[src/rtl/alarm_ctrl_multi.sv]
// Multi-alarm clock control FSM: time/alarm editing, ringing, bounded snooze
// and ring auto-timeout. All outputs are registered.
module alarm_ctrl_multi #(
  parameter int NUM_ALARMS       = 4,
  parameter int SNOOZE_MIN       = 5,
  parameter int SNOOZE_MAX       = 3,
  parameter int RING_TIMEOUT_MIN = 10,
  localparam int AW = (NUM_ALARMS > 1) ? $clog2(NUM_ALARMS) : 1
) (
  input  logic                  Clk,
  input  logic                  Reset,
  input  logic                  SetTime,
  input  logic                  SetAlarm,
  input  logic                  Next,
  input  logic                  Up,
  input  logic                  Snooze,
  input  logic                  Stop,
  input  logic                  MinTick,
  input  logic [NUM_ALARMS-1:0] Match,
  output logic [1:0]            SEL,
  output logic                  INCR,
  output logic                  Clear,
  output logic                  LD_TIME,
  output logic                  LD_ALARM,
  output logic [AW-1:0]         ALM_IDX,
  output logic [NUM_ALARMS-1:0] AlarmEn,
  output logic                  Ring,
  output logic [AW-1:0]         RingIdx
);

  localparam int CNT_TOP = (SNOOZE_MIN > RING_TIMEOUT_MIN) ? SNOOZE_MIN : RING_TIMEOUT_MIN;
  localparam int CW      = $clog2(CNT_TOP + 1);
  localparam int SCW     = (SNOOZE_MAX > 0) ? $clog2(SNOOZE_MAX + 1) : 1;

  typedef enum logic [2:0] {IDLE, T_EDIT, A_SEL, A_EDIT, RING, SNOOZE} state_t;

  state_t                  state, state_n;
  logic                    nx_q, up_q, sz_q, sp_q;
  logic                    nx_p, up_p, sz_p, sp_p;
  logic [CW-1:0]           cnt, cnt_n;
  logic [SCW-1:0]          scnt, scnt_n;
  logic                    pend, pend_n;
  logic [AW-1:0]           pend_idx, pend_idx_n;
  logic [1:0]              sel_n;
  logic                    incr_n, clr_n, ldt_n, lda_n;
  logic [AW-1:0]           idx_n, ridx_n;
  logic [NUM_ALARMS-1:0]   en_n, hit, hit_other, ring_mask;
  logic                    qual, qual_other;

  function automatic logic [AW-1:0] lowest(input logic [NUM_ALARMS-1:0] v);
    lowest = '0;
    for (int unsigned i = 0; i < NUM_ALARMS; i++)
      if (v[NUM_ALARMS-1-i]) lowest = AW'(NUM_ALARMS - 1 - i);
  endfunction

  assign nx_p = Next & ~nx_q;
  assign up_p = Up & ~up_q;
  assign sz_p = Snooze & ~sz_q;
  assign sp_p = Stop & ~sp_q;

  assign hit        = Match & AlarmEn;
  assign qual       = MinTick & (|hit);
  assign ring_mask  = NUM_ALARMS'(1) << RingIdx;
  assign hit_other  = hit & ~ring_mask;
  assign qual_other = MinTick & (|hit_other);

  assign Ring = (state == RING);

  always_ff @(posedge Clk or negedge Reset) begin
    if (!Reset) begin
      state    <= IDLE;
      nx_q     <= 1'b0;
      up_q     <= 1'b0;
      sz_q     <= 1'b0;
      sp_q     <= 1'b0;
      cnt      <= '0;
      scnt     <= '0;
      pend     <= 1'b0;
      pend_idx <= '0;
      SEL      <= '0;
      INCR     <= 1'b0;
      Clear    <= 1'b0;
      LD_TIME  <= 1'b0;
      LD_ALARM <= 1'b0;
      ALM_IDX  <= '0;
      AlarmEn  <= '0;
      RingIdx  <= '0;
    end else begin
      state    <= state_n;
      nx_q     <= Next;
      up_q     <= Up;
      sz_q     <= Snooze;
      sp_q     <= Stop;
      cnt      <= cnt_n;
      scnt     <= scnt_n;
      pend     <= pend_n;
      pend_idx <= pend_idx_n;
      SEL      <= sel_n;
      INCR     <= incr_n;
      Clear    <= clr_n;
      LD_TIME  <= ldt_n;
      LD_ALARM <= lda_n;
      ALM_IDX  <= idx_n;
      AlarmEn  <= en_n;
      RingIdx  <= ridx_n;
    end
  end

  always_comb begin
    state_n    = state;
    cnt_n      = cnt;
    scnt_n     = scnt;
    pend_n     = pend;
    pend_idx_n = pend_idx;
    sel_n      = SEL;
    incr_n     = 1'b0;
    clr_n      = 1'b0;
    ldt_n      = 1'b0;
    lda_n      = 1'b0;
    idx_n      = ALM_IDX;
    en_n       = AlarmEn;
    ridx_n     = RingIdx;

    // Matches seen while editing are remembered (first slot wins) and serviced in IDLE.
    if ((state == T_EDIT || state == A_SEL || state == A_EDIT) && qual && !pend) begin
      pend_n     = 1'b1;
      pend_idx_n = lowest(hit);
    end

    unique case (state)
      IDLE: begin
        if (qual || pend) begin
          state_n = RING;
          ridx_n  = qual ? lowest(hit) : pend_idx;
          pend_n  = 1'b0;
          cnt_n   = CW'(RING_TIMEOUT_MIN);
          scnt_n  = '0;
        end else if (SetTime) begin
          state_n = T_EDIT;
          sel_n   = 2'd0;
          clr_n   = 1'b1;
        end else if (SetAlarm) begin
          state_n = A_SEL;
        end
      end
      T_EDIT: begin
        if (!SetTime) begin
          state_n = IDLE;
        end else if (nx_p) begin
          if (SEL == 2'd2) begin
            ldt_n   = 1'b1;
            state_n = IDLE;
          end else begin
            sel_n = SEL + 2'd1;
          end
        end else if (up_p) begin
          incr_n = 1'b1;
        end
      end
      A_SEL: begin
        if (!SetAlarm) begin
          state_n = IDLE;
        end else if (nx_p) begin
          state_n = A_EDIT;
          sel_n   = 2'd0;
          clr_n   = 1'b1;
        end else if (up_p) begin
          idx_n = (int'(ALM_IDX) == NUM_ALARMS - 1) ? '0 : ALM_IDX + AW'(1);
        end else if (sp_p) begin
          en_n[ALM_IDX] = 1'b0;
        end
      end
      A_EDIT: begin
        if (!SetAlarm) begin
          state_n = IDLE;
        end else if (nx_p) begin
          if (SEL == 2'd0) begin
            sel_n = 2'd1;
          end else begin
            lda_n         = 1'b1;
            en_n[ALM_IDX] = 1'b1;
            state_n       = A_SEL;
          end
        end else if (up_p) begin
          incr_n = 1'b1;
        end
      end
      RING: begin
        // An ignored snooze falls through so the timeout still counts down.
        if (sp_p) begin
          state_n = IDLE;
          scnt_n  = '0;
        end else if (sz_p && (scnt < SCW'(SNOOZE_MAX))) begin
          state_n = SNOOZE;
          scnt_n  = scnt + SCW'(1);
          cnt_n   = CW'(SNOOZE_MIN);
        end else if (MinTick) begin
          if (cnt <= CW'(1)) begin
            state_n = IDLE;
            scnt_n  = '0;
          end else begin
            cnt_n = cnt - CW'(1);
          end
        end
      end
      SNOOZE: begin
        if (sp_p) begin
          state_n = IDLE;
          scnt_n  = '0;
        end else if (qual_other) begin
          state_n = RING;
          ridx_n  = lowest(hit_other);
          scnt_n  = '0;
          cnt_n   = CW'(RING_TIMEOUT_MIN);
        end else if (MinTick) begin
          if (cnt <= CW'(1)) begin
            state_n = RING;
            cnt_n   = CW'(RING_TIMEOUT_MIN);
          end else begin
            cnt_n = cnt - CW'(1);
          end
        end
      end
      default: state_n = IDLE;
    endcase
  end

endmodule

[config.mk]
export PLATFORM = sky130hd
export DESIGN_NAME = alarm_ctrl_multi
export DESIGN_NICKNAME = d
export VERILOG_FILES = /design/src/rtl/alarm_ctrl_multi.sv
export SDC_FILE = /design/constraint.sdc
export NUM_CORES = 1
export LEC_CHECK = 0
export ABC_AREA = 1
export ABC_CLOCK_PERIOD_IN_PS = 2000
export CORE_UTILIZATION = 55
export CTS_BUF_LIST = sky130_fd_sc_hd__clkbuf_8
export DETAILED_ROUTE_END_ITERATION = 10
export HOLD_SLACK_MARGIN = 0.15
export PLACE_DENSITY = 0.8
export REMOVE_ABC_BUFFERS = 1
export SLEW_MARGIN = 30
export SYNTH_ARGS = -nofsm -noshare
export SYNTH_HDL_FRONTEND = slang
export SYNTH_SLANG_ARGS = --single-unit
[constraint.sdc]
create_clock -name Clk -period 2 [get_ports Clk]
set_input_delay 0.4 -clock Clk [delete_from_list [all_inputs] [get_ports Clk]]
set_output_delay 0.4 -clock Clk [all_outputs]
set_load 0.02 [all_outputs]
; ---- After elaboration in Yosys (flattened, before gate mapping)
; Cells that the tools add are included.
[totals]
ff_bits = 30
in_bits = 13
output_inout_bits = 15
word_cells = 199
[op_classes]
n_addsub = 4
magnitude_cmp = 4
eq_ne = 39
shifts = 1
muxes = 94
bitwise_logic = 17
n_reduce_logical = 23
[op_table]
columns = cell, count
row1 = $mux W4, 16
row2 = $mux W2, 30
row3 = $mux W3, 19
row4 = $ne A2 B2 Y1 const B, 17
row5 = $ne A3 B3 Y1 const B, 7
row6 = $mux W1, 20
row7 = $pmux W3 S6, 1
row8 = $and A4 B4 Y4, 3
row9 = $ne A4 B4 Y1 const B, 3
row10 = $pmux W4 S3, 1
row11 = $reduce_and A11 Y1, 1
row12 = $reduce_and A10 Y1, 1
row13 = $not A4 Y4, 2
row14 = $pmux W2 S4, 1
row15 = $pmux W4 S2, 1
row16 = $reduce_and A4 Y1, 2
row17 = $reduce_and A8 Y1, 1
row18 = $reduce_or A4 Y1, 2
row19 = $reduce_and A7 Y1, 1
row20 = $add A2 B1 Y2 const B, 3
row21 = $and A1 B1 Y1, 6
row22 = $eq A3 B2 Y1 const B, 2
row23 = $eq A3 B3 Y1 const B, 2
row24 = $ne A3 B2 Y1 const B, 2
row25 = other kinds (27), 38

; ---- Longest topological paths before layout
; Gate-level depths: netlist (run 1).
[logic_depth]
depth_word = 11
ltp_mapped = 11
depth_no_buf = 11

; ---- Least setup slack after synthesis (run 1)
; Ideal clock, no wire load.
[synth_timing]
path_kind = register to register
from = register cnt[0]
to = register cnt[0]
setup_time_ns = 0.065
arrival_ns = 1.558
required_ns = 1.935
slack_ns = 0.377
stages_incl_launch_ff = 11
n_path_buf = 0
synth_period_minus_slack_ns = 1.623
cell_sequence = dfrtp_1 inv_1 ha_1 or2_2 nand2_1 inv_1 a21oi_1 nand3_2 inv_2 nand3_1 nand2_1
[synth_via]
elab_chain_len = 6
word_cells_on_any_way = 13
classes_between = add/sub (1) / order compare (1) / eq/ne (1) / mux (9) / reduce/logical (1)
[synth_rtl]
columns = item, line
row1 = start: declaration, 40  ; logic [CW-1:0] cnt, cnt_n;
row2 = start signal: assignment, 94  ; cnt <= cnt_n;
row3 = $sub A4 B1 Y4 or $le A4 B1 Y1 (tied branches), -
row4 = $mux W4 (on tied branches), "216, 198"
row5 = $mux W4 (on tied branches), "215, 197"
row6 = $mux W4 (on tied branches), "210, 193"
row7 = $mux W4 (on tied branches), "207, 190"
row8 = $pmux W4 S3, 130  ; unique case (state)
; Parallel ways exist; a longest one is shown, timed or not. The select of a mux whose other input is x is not followed.
; A chain may end at the register's enable or synchronous reset.

; ---- Final worst setup path (run 1)
; Ends and elaborated chain as after synthesis.

==> results of run 1 <==
[final timing paths]
check | depth (start not counted) | from | end | slack, ps
worst min-delay path | 2 | scnt[1] | scnt[1] | 500
max in group asynchronous | 2 | Reset | async pin | 1210
min in group asynchronous | 2 | Reset | scnt[1] | 510
worst max-delay path | 10 | cnt[0] | cnt[0] | 170
worst min register to register | 2 | scnt[1] | scnt[1] | 500
worst max register to register | 10 | cnt[0] | cnt[0] | 170
[cell type report]
type                       count  area share [%]
clock buffer                   6            3.30
clock inverter                 2           0.350
inverter                      49            7.35
multi-input combinational    198            42.6
sequential                    30            30.0
tap                           46            2.30
timing repair buffer          38            14.0
[cells in the mapped netlist]
| cell type | instances |
|---|---|
| a2111oi_2 | 1 |
| dfrtp_1 | 30 |
| o21bai_1 | 1 |
| nor2_1 | 18 |
| inv_2 | 3 |
| nand2_1 | 79 |
| o21ai_2 | 2 |
| xor2_1 | 2 |
| a21oi_1 | 9 |
| ha_1 | 10 |
| buf_6 | 1 |
| or2_2 | 2 |
| inv_1 | 46 |
| o31ai_1 | 4 |
| nor2_8 | 1 |
| nor3_1 | 4 |
| o21ai_0 | 21 |
| o21ai_4 | 1 |
| nand4_1 | 5 |
| nor3_2 | 3 |
| o21a_1 | 1 |
| o21ai_1 | 3 |
| a211oi_1 | 1 |
| nand3_2 | 3 |
| nand2_4 | 1 |
| nor2_2 | 5 |
| nand3_1 | 21 |
[placed cells by master, fill, tap and decap left out, drive strengths merged]
master         Yosys  final
a21oi              9      9
o21a               1      1
o21bai             1      1
clkdlybuf4s50      0     26
nand3             24     24
xor2               2      2
clkbuf             0      6
nand4              5      5
or2                2      2
a2111oi            1      1
dlygate4sd2        0      1
inv               49     50
dfrtp             30     30
o21ai             27     27
ha                10     10
nand2             80     80
a211oi             1      1
clkinv             0      1
buf                1     11
nor3               7      7
nor2              24     24
o31ai              4      4
[stage by stage]
step / hold slack [ps] / util [%]
2_1_floorplan: 104 / -
3_3_place_gp: 477 / 70.5
3_5_place_dp: 487 / 70.5
4_1_cts: 501 / 73.2
5_1_grt: 524 / 73.3
6_report: 501 / 73.3
[power by group through the flow]
stage	Combinational (W)	Sequential, W	Clock (W)
3_5_place_dp	0.00130	0.000845	0
3_3_place_gp	0.00129	0.000839	0
5_1_grt	0.00150	0.000854	0.000539
2_1_floorplan	0.000784	0.000938	0
6_report	0.00132	0.000835	0.000492
4_1_cts	0.00132	0.000836	0.000505
[metal layers]
layer	track usage (%)	wire length [um]
met4	12.2	89
met5	0	0
met3	5.11	238
met2	37.6	1960
met1	32.5	1950
[worst min-delay path, delay by kind of cell (launching register included)]
kind,cells,cell delay (ps)
flops,1,340
simple gates,1,50
compound gates,1,70
[cell families (layout without fill, tap and decap cells)]
kind of cell | Yosys count | after routing
AND/OR/NAND/NOR | 142 | 142
XOR/XNOR | 2 | 2
AO/OA/AOI/OAI | 44 | 44
flip-flops | 30 | 30
adder cells (fa/ha/maj) | 10 | 10
buffers and inverters | 50 | 95
==> results by group, run 1 <==
Run status
  – Status: finished, final reports clean

Timing
  – Final hold vios: 0
  – Slew Limit Fails: 0
  – Fin crit period: 1830 ps
  – Fin crit share: 91.6%
  – Final WS setup: 168 ps
  – Final setup TNS: 0 ps
  – Headroom to the max-slew limit: 74.2%
  – Fmax achieved: 0.546 GHz
  – Setup Skew: 4.33 ps
  – Worst-Margin Slew: 386 ps
  – Unrepaired setup endpoints after global routing: no
  – Final setup violation count: 0

Setup path
  – Slowest stage delay, CP: 400 ps
  – CP most frequent cell: inv_1
  – CP Launch Type: flip-flop
  – Slowest-stage cell, CP: dfrtp_1
  – Critical Path RT: 2220 ps
  – CP arrival: 2050 ps
  – WP buf/inv: 3
  – CP Cell Sequence: inv_1 -> ha_1 -> or2_2 -> nand2_2 -> inv_1 -> a21oi_1 -> nand3_2 -> inv_2 -> nand3_1 -> nand2_1
  – CP endpoint kind: flip-flop
  – Worst Path Max Fanout: 5
  – Critical setup path kind: flip-flop to flip-flop
  – Crit-path leading delay family: simple AND/OR/NAND/NOR gates

Global routing
  – Vias in the first global route: 1686
  – Initial antenna violation count: 0
  – GRT Total Usage: 24.5%
  – First-pass GRT wire length: 7390 um
  – Largest net degree at the start of global routing: 31
  – Remaining global-route overflow: 0

Pwr
  – Switch Pwr: 0.00114 W
  – Seq pwr share: 31.5%
  – Leakage power figure: 1.33 nW
  – Overall power: 0.00265 W
  – Clock share of power: 18.6%
  – Pwr per Cell Area: 1060 nW/um^2
  – Gate power share: 49.9%
  – Worst ir drop on vdd: 0.617 mV
  – Int Power: 0.00151 W
  – Net Sw Frac: 42.9%

Yosys
  – Adder-cell share of the synthesized area: 6.22%
  – Syn Inst Count: 278
  – Synth warnings: 0
  – Synth Area in XOR/XNOR: 0.871%
  – Multiplexer area fraction after synthesis: 0%
  – Largest family of logic cells by synthesized area: simple AND/OR/NAND/NOR gates
  – Synth top area cells: dfrtp_1 37%, nand2_1 15%, inv_1 8.6%
  – Area of the mapped netlist: 2010 um^2
  – Synth area leader: dfrtp_1
  – Synth top area share: 37.3%
  – Simple-gate share of the synthesized area: 32.6%
  – Synthesized area per cell: 7.23 um^2
  – Post-synthesis sequential area ratio: 37.3%
  – Yosys reg bits: 30
  – Post-synth cell types: 27
  – Compound-Gate Fraction of Synth Area: 13.3%

Detailed routing
  – Final WL: 4230 um
  – Drt wl/cell: 11.5 um
  – DRT iter0 DRCs: 104
  – Via Count: 1874
  – DRT Pass-1 Iters: 4
  – Via density per instance: 5.08
  – Remaining DRCs: 0
  – Final ANT Viol Nets: 0

Placement
  – Placed cell area: 2410 um^2
  – DPL Wire Length: 3160 um
  – PortBufs: 27
  – RePlAce Congestion: 0.913
  – Place WS: 4.71 ps
  – Placed cells: 361

Finish
  – Multi-input gate area: 1070 um^2
  – Post-route cell area: 2500 um^2
  – Antenna cells: 0
  – Share of cells above drive strength 1: 12.7%
  – Area Growth Syn to Fin: 24.5%
  – Storage element area: 751 um^2
  – Layout Nets: 345
  – Fillcell total: 281
  – Non-Filler Instances: 369

Floorplan
  – Core ar.: 3420 um^2
  – Num rows: 21
  – Initial core utilization: 58.9%
  – Die area: 3900 um^2
  – I/O pin total: 28
  – Die height: 62.5 um
  – Die Width: 62.5 um

Clock network
  – CTS sink count: 30
  – CTS max path bufs: 2
  – Post-cts hold buffer count: 0
  – Total CTS buffers: 5
  – Resized cells post-CTS: 1
  – Clock slew at reported path FFs: 60 ps
  – Postcts setup bufs: 0
  – CTS tree: built
  – CTS HTree Levels: 2
  – Clk Tree Root Cell: clkbuf_8
  – Clk_lat worst skew: 280 ps

Min path
  – Hold WC Path Type: flip-flop to flip-flop

Job
  – MaxCap Viol Count: 0
Power figures use the tool's default switching activity.
==> run 2: changes to the inputs <==
CAP_MARGIN = 20   (was unset)
SLEW_MARGIN = unset   (was 30)
==> results of run 2 <==
Final layout, timing and power as in run 1 (identical DEF).
==> run 3: changes to the inputs <==
CORE_ASPECT_RATIO = 1.75   (was unset)
==> run 3 against run 2 <==
Effect of this change:
- setup slack worse by 17 ps
- worst hold slack worse by 9.6 ps
- cell area up 0.15%
- fmax down 0.89%
- sequential cell count unchanged
- largest cell class unchanged
==> results by group, run 3 (synthesis gave the netlist of run 1 again) <==
Run status
  – Status: finished, final reports clean

Detailed routing
  – Final ANT Viol Nets: 0
  – Remaining DRCs: 0
  – Final WL: 4650 um
  – DRT Pass-1 Iters: 4
  – Drt wl/cell: 12.7 um
  – Via density per instance: 5.31
  – Via Count: 1945
  – DRT iter0 DRCs: 66

Setup path
  – CP arrival: 2090 ps
  – CP Cell Sequence: inv_1 -> ha_1 -> or2_2 -> nand2_1 -> inv_1 -> a21oi_1 -> nand3_2 -> inv_2 -> nand3_1 -> nand2_1
  – CP Launch Type: flip-flop
  – Slowest-stage cell, CP: dfrtp_1
  – Worst Path Max Fanout: 5
  – Critical Path RT: 2240 ps
  – Critical setup path kind: flip-flop to flip-flop
  – Slowest stage delay, CP: 400 ps
  – WP buf/inv: 3
  – CP endpoint kind: flip-flop
  – Crit-path leading delay family: simple AND/OR/NAND/NOR gates

Clock network
  – Clock slew at reported path FFs: 70 ps
  – Clk Tree Root Cell: clkbuf_8
  – Clk_lat worst skew: 300 ps
  – CTS sink count: 30
  – Postcts setup bufs: 0
  – Total CTS buffers: 5
  – CTS max path bufs: 2
  – Post-cts hold buffer count: 0
  – CTS HTree Levels: 2
  – CTS tree: built

Timing
  – Fin crit share: 92.4%
  – Worst-Margin Slew: 400 ps
  – Setup Skew: 3.56 ps
  – Final setup violation count: 0
  – Headroom to the max-slew limit: 73.4%
  – Slew Limit Fails: 0
  – Hold Slack: 491 ps
  – Unrepaired setup endpoints after global routing: no
  – Fmax achieved: 0.541 GHz
  – Fin crit period: 1850 ps
  – Final hold vios: 0
  – Final WS setup: 152 ps

Floorplan
  – Die height: 82.0 um
  – Die Width: 47.7 um
  – Die area: 3910 um^2
  – I/O pin total: 28
  – Core ar.: 3430 um^2
  – Num rows: 28
  – Initial core utilization: 58.6%

Placement
  – Placed cells: 358
  – Place WS: -9.49 ps
  – DPL Wire Length: 3590 um
  – RePlAce Congestion: 0.902
  – Placed cell area: 2390 um^2
  – PortBufs: 27

Finish
  – Util after Layout: 73.0%
  – Commonest non-fill, non-tap cells in the layout: 79 x nand2_1, 46 x inv_1, 30 x dfrtp_1
  – Post-route cell area: 2510 um^2
  – Storage element area: 751 um^2
  – Non-Filler Instances: 366
  – Multi-input gate area: 1060 um^2
  – Area Growth Syn to Fin: 24.6%
  – Layout Nets: 343
  – Commonest non-fill, non-tap cell in the layout: nand2_1
  – Antenna cells: 0
  – Share of cells above drive strength 1: 12.1%
  – Fillcell total: 306

Pwr
  – Pwr per Cell Area: 1110 nW/um^2
  – Leakage power figure: 1.32 nW
  – Worst ir drop on vdd: 0.772 mV

Job
  – MaxCap Viol Count: 0

Min path
  – Hold WC Path Type: primary input to async pin

Global routing
  – Largest net degree at the start of global routing: 31
  – Remaining global-route overflow: 0
  – GRT Total Usage: 26.7%
  – First-pass GRT wire length: 7370 um
  – Initial antenna violation count: 0
  – Vias in the first global route: 1892
-- run 3: worst paths after layout --
path | start | end | slack, ps | cells past startpoint
worst min register to register | scnt[1] | scnt[1] | 510 | 2
worst min-delay path | Reset | RingIdx[1] | 490 | 2
worst max register to register | cnt[0] | cnt[2] | 150 | 10
min in group Clk | scnt[1] | scnt[1] | 510 | 2
worst max-delay path | cnt[0] | cnt[2] | 150 | 10
max in group asynchronous | Reset | Clear | 1220 | 2
-- run 3: final cells by class --
cell class / instances / area share, %
clock buffer: 5 / 2.75
sequential: 30 / 30.0
inverter: 49 / 7.34
multi-input combinational: 198 / 42.5
tap: 45 / 2.25
clock inverter: 3 / 1.80
timing repair buffer: 36 / 13.4
-- run 3: where the power goes --
part | internal [W] | switching (W) | total, W
Clock | 0.000370 | 0.000264 | 0.000634
Combinational | 0.000499 | 0.000810 | 0.00131
Sequential | 0.000735 | 0.000112 | 0.000847
Total | 0.00160 | 0.00119 | 0.00279
-- run 3: timing repair --
action,in CTS,in global routing
setup endpoints to repair,1,0
hold endpoints to repair,0,0
resized for setup,1,0
-- run 3: per-layer routing --
metal,part of all wire (%),global-route usage (%)
met5,0,0
met3,3.5,7.03
met2,56,49.7
met1,38,23.8
met4,2.5,14.4
-- run 3: worst reg2reg max path: cells and delay by family, from the launching register on --
family / cells / cell delay [ps]
simple gates: 5 / 740
compound gates: 1 / 160
fa+ha+maj: 1 / 220
buf+inv: 3 / 260
flops: 1 / 400
-- run 3: stage by stage --
step                TNS [ps]  power, W
global route               0   0.00299
detailed placement     -15.8   0.00216
global placement           0   0.00213
floorplan                  0   0.00172
finish                     0   0.00279
CTS                        0   0.00279
